==> src/rtl/g17_seq_detector.sv <==
// g17_seq_detector
//   Serial pattern detector for the s27 g17 output stream. On each enabled
//   rising clock edge it shifts in one bit. It flags a match when the last
//   PATTERN_LEN samples equal PATTERN, where the MSB is the oldest sample.
//   Matches may overlap.
//
// Parameters
//   PATTERN_LEN : window length in bits (2..16)
//   PATTERN     : target pattern, MSB oldest / LSB newest
//   CNT_W       : width of the saturating match counter
//
// Ports
//   clk       in   rising-edge clock (shared with s27)
//   r         in   synchronous active-high reset
//   en        in   sample enable; din is taken only when en=1
//   clr       in   synchronous soft clear (same effect as reset)
//   din       in   serial data in (s27 g17)
//   match     out  one-cycle pulse after the edge that completed PATTERN
//   match_cnt out  number of matches, saturating at 2^CNT_W-1
//   seen      out  sticky flag, set on the first match
//   armed     out  window holds PATTERN_LEN valid samples
//
// Priority is r > clr > en. All outputs come straight from registers.
module g17_seq_detector #(
    parameter int                     PATTERN_LEN = 4,
    parameter logic [PATTERN_LEN-1:0] PATTERN     = 4'b1011,
    parameter int                     CNT_W       = 8
) (
    input  logic             clk,
    input  logic             r,
    input  logic             en,
    input  logic             clr,
    input  logic             din,
    output logic             match,
    output logic [CNT_W-1:0] match_cnt,
    output logic             seen,
    output logic             armed
);

    localparam int               FILL_W    = $clog2(PATTERN_LEN + 1);
    localparam logic [FILL_W-1:0] FILL_FULL = FILL_W'(PATTERN_LEN);

    typedef enum logic {
        S_FILL  = 1'b0,
        S_ARMED = 1'b1
    } state_t;

    state_t state_reg, state_next;

    // The oldest sample leaves the window on the same edge that it takes part
    // in the comparison. Because of that, only PATTERN_LEN-1 samples must be
    // kept between edges.
    logic [PATTERN_LEN-2:0] hist_reg,  hist_next;
    logic [FILL_W-1:0]      fill_reg,  fill_next;
    logic                   match_reg, match_next;
    logic [CNT_W-1:0]       cnt_reg,   cnt_next;
    logic                   seen_reg,  seen_next;

    // This is the complete window as it will look after din is accepted on
    // the current edge. The match decision uses this next-state value, so the
    // registered match lines up with the sample that completed the pattern.
    logic [PATTERN_LEN-1:0] window;

    assign window[0] = din;
    generate
        for (genvar gi = 1; gi < PATTERN_LEN; gi++) begin : g_window
            assign window[gi] = hist_reg[gi-1];
        end
    endgenerate

    always_ff @(posedge clk) begin
        if (r) begin
            state_reg <= S_FILL;
            hist_reg  <= '0;
            fill_reg  <= '0;
            match_reg <= 1'b0;
            cnt_reg   <= '0;
            seen_reg  <= 1'b0;
        end else begin
            state_reg <= state_next;
            hist_reg  <= hist_next;
            fill_reg  <= fill_next;
            match_reg <= match_next;
            cnt_reg   <= cnt_next;
            seen_reg  <= seen_next;
        end
    end

    always_comb begin
        state_next = state_reg;
        hist_next  = hist_reg;
        fill_next  = fill_reg;
        match_next = 1'b0;          // a pulse: low unless this edge completes a match
        cnt_next   = cnt_reg;
        seen_next  = seen_reg;

        if (clr) begin
            // A soft clear drops any partial history. A pattern that straddles
            // the clear therefore needs PATTERN_LEN fresh samples.
            state_next = S_FILL;
            hist_next  = '0;
            fill_next  = '0;
            cnt_next   = '0;
            seen_next  = 1'b0;
        end else if (en) begin
            hist_next = window[PATTERN_LEN-2:0];
            if (fill_reg != FILL_FULL) begin
                fill_next = fill_reg + FILL_W'(1);
            end

            case (state_reg)
                S_FILL:  if (fill_next == FILL_FULL) state_next = S_ARMED;
                S_ARMED: state_next = S_ARMED;
                default: state_next = S_FILL;
            endcase

            // The fill guard stops a match on the zeros left behind by a reset.
            match_next = (fill_next == FILL_FULL) && (window == PATTERN);
            if (match_next) begin
                seen_next = 1'b1;
                if (cnt_reg != {CNT_W{1'b1}}) begin
                    cnt_next = cnt_reg + CNT_W'(1);
                end
            end
        end
    end

    assign match     = match_reg;
    assign match_cnt = cnt_reg;
    assign seen      = seen_reg;
    assign armed     = (state_reg == S_ARMED);

endmodule

==> config.mk <==
export PLATFORM = sky130hd
export DESIGN_NAME = g17_seq_detector
export DESIGN_NICKNAME = d
export VERILOG_FILES = /design/src/rtl/g17_seq_detector.sv
export SDC_FILE = /design/constraint.sdc
export NUM_CORES = 1
export LEC_CHECK = 0
export ABC_CLOCK_PERIOD_IN_PS = 4100
export BUFFER_PORTS_ARGS = -buffer_cell sky130_fd_sc_hd__buf_2
export CAP_MARGIN = 20
export CORE_MARGIN = 3
export CORE_UTILIZATION = 25
export CTS_BUF_LIST = sky130_fd_sc_hd__clkbuf_16
export CTS_CLUSTER_SIZE = 8
export DETAILED_ROUTE_END_ITERATION = 8
export GPL_TIMING_DRIVEN = 1
export SETUP_SLACK_MARGIN = 0.15
export SYNTH_ARGS = -nofsm -noshare
export SYNTH_HDL_FRONTEND = slang
export SYNTH_SLANG_ARGS = --single-unit
==> constraint.sdc <==
create_clock -name clk -period 4.1 [get_ports clk]
set_clock_uncertainty 0.15 [all_clocks]
set_input_delay 0.82 -clock clk [delete_from_list [all_inputs] [get_ports clk]]
set_output_delay 0.82 -clock clk [all_outputs]
set_load 0.1 [all_outputs]
==> flow_summary.yaml <==
synth:
  yosys-top-cells-area: "dfxtp_1 39%, nor2_1 6.4%, ha_1 4.3%, xnor2_1 4.0%, mux2i_1 3.4%"
  ys_ff_latch: 17
  synth_cells: 93
  synth_seq_area_share: 0.390
  synth_ff_type: "dfxtp_1"
  synthesis.yosys.warnings: 0
  synth.avg_cell_area_um2: 9.39
  async_reset_ff_frac: 0
  synth_cell_types: 38
  synth_area_um2: 873
  synth_top_area_cell: "dfxtp_1"
  syn-num-nets: 101
  area_share_of_the_largest_cell_type_after_synthesis: 0.390
  synth_edf_count: 0
clock_tree:
  clock-root-buffer: "clkbuf_16"
  hold_buffer_count_at_cts: 0
  later_pin_clock_latency_in_the_skew_report_ns: 0.25
  clk_pin_slew_worst_paths_ns: 0.05
  clockBufferDepth: 2
  cts_buffers: 3
  cts.repair.resized: 0
  numClockSinks: 17
  postCtsSetupBuffers: 0
  htree_num_levels: 1
  clock_tree_from_tritoncts: "done"
route:
  wl_per_cell_um: 11.1
  dr_total_vias: 699
  router_iterations_before_antenna_repair: 4
  met3WireLength_um: 117
  total_routed_length_mm: 1.70
  initial_drc_count: 18
  postRouteAntennaNets: 0
  met2RoutedLength_um: 747
  route.detailed.vias_per_inst: 4.57
  dr.max_layer_used: "met4"
  routedLengthMet1_um: 811
  drc: 0
finish:
  largest_register_ffs: 8
  fraction_of_final_layout_cells_sized_beyond_drive_strength_1: 0.266
  layout.cells.most_common_list: "17 x dfxtp_1, 15 x nor2_1, 15 x buf_2, 8 x nand2_1"
  n_fill_cell: 370
  stdcell_count: 153
  layout_commonest_cell: "dfxtp_1"
  finalNetCount: 118
  finalInstanceArea_um2: 1060
  final-seq-area_um2: 340
  multi_input_area_um2: 499
  num_antenna_cells: 0
  area.growth.synth_to_final_pct: 20.9
worst_setup_path:
  critPathArrivalTime_ns: 2.14
  critPathRequiredTime_ns: 4.09
  crit_path_start_kind: "register"
  cp_max_fo: 4
  cp-end-kind: "register"
  worst-setup-path-type: "register to register"
global_routing:
  overflow: 0
  grt_antenna_before_repair: 0
  grtUsageTotal: 0.0938
  first_global_vias: 713
  grt_pass1_wl_mm: 3.15
  grt_start_max_net_pins: 15
timing:
  timing.final.setup_violations: 0
  period_minus_slack_ns: 2.15
  fin_tns_setup_ns: 0
  timing_hold_violations_final: 0
  grt_setup_unrepaired: "false"
  timing.final.crit_share: 0.524
  worst-slew-pin-transition_ns: 0.497
  maxClockFrequency_mhz: 466
  final_max_slew_viol_count: 0
  timing.slew.headroom: 0.671
floorplanning:
  effective_utilization_at_floorplan: 0.273
  core_um2: 3200
  dieArea_um2: 4240
  core.rowCount: 20
  boundaryPins: 16
  dieWidth_um: 65.1
  floorplan.die.height_um: 65.1
job:
  cap_violations: 0
place:
  numPortBuffers: 15
  post_dp_cell_area_um2: 977
  place_hpwl_mm: 1.29
  gp_routability_congestion: 0.699
  place.detailed.instances: 149
power_and_ir_drop:
  worst_supply_voltage_drop_on_vdd_mv: 0.143
  fin_total_pwr_mw: 0.373
  power_density_cells_nw_per_um2: 353
  p_leak_nw: 0.440
run_status:
  run_status: "finished, final reports clean"
worst_hold_path:
  hp-class: "register to register"
==> worst paths after layout <==
check / from / endpoint / slack, ns / cells past startpoint
setup reg to reg: fill_reg[0]$_SDFFE_PP0P_ / match_cnt[5]$_SDFFE_PP0P_ / 1.95 / 7
hold / removal: seen$_SDFFE_PP0P_ / seen$_SDFFE_PP0P_ / 0.31 / 1
setup / recovery: fill_reg[0]$_SDFFE_PP0P_ / match_cnt[5]$_SDFFE_PP0P_ / 1.95 / 7
hold reg to reg: seen$_SDFFE_PP0P_ / seen$_SDFFE_PP0P_ / 0.31 / 1
==> cell usage after synthesis (2+ instances only) <==
master,n
nor2_1,15
nand2_1,8
nand3_1,5
a31o_1,2
ha_1,3
inv_1,2
buf_6,2
xnor2_1,4
a21oi_1,5
dfxtp_1,17
mux2i_1,3
==> worst max-delay path, cell delays in order (launching register included) <==
cell	delay, ns
dfxtp_1	0.36
inv_1	0.09
ha_1	0.37
nor4b_4	0.30
nor3_2	0.12
nor4_4	0.35
a21oi_1	0.11
a31o_1	0.19
==> cell type report <==
cell class / instances / share of cell area
Multi-Input combinational cell: 71 / 0.473
Sequential cell: 17 / 0.322
Inverter: 2 / 0.00711
Tap cell: 44 / 0.0521
Clock inverter: 1 / 0.00355
Timing Repair Buffer: 15 / 0.0711
Clock buffer: 3 / 0.0711
==> through the flow <==
step / setup WS, ns / util / hold WS, ns
after floorplan: 1.65 / - / 0.303
after global placement: 1.94 / 0.305 / 0.292
after detailed placement: 1.87 / 0.305 / 0.299
after CTS: 1.94 / 0.330 / 0.312
after global routing: 1.80 / 0.330 / 0.346
final: 1.95 / 0.330 / 0.308
==> routing by layer <==
metal,vias to the layer above,global-route usage
li1,365,-
met1,317,0.110
met2,14,0.156
met3,3,0.0376
met4,0,0.0311
met5,-,0
==> kinds of logic (layout without fill, tap and decap cells) <==
family                     count (synthesis)  after routing  synth area share
adders and majority gates                  3              3            0.0430
xor gates and xnor gates                   4              4            0.0401
and+or+nand+nor                           46             46             0.334
buffers and inverters                      5             21            0.0387
AOI/OAI and AO/OA                         15             15             0.120
muxes                                      3              3            0.0344
DFF                                       17             17             0.390
==> report_power, final <==
| part | total [mW] | switching (mW) | internal [mW] |
|---|---|---|---|
| sequential | 0.168 | 0.000930 | 0.167 |
| clock | 0.189 | 0.0601 | 0.129 |
| combinational | 0.0164 | 0.0103 | 0.00607 |
| total | 0.373 | 0.0713 | 0.302 |
Note: power is estimated with default switching activity, not from simulation.
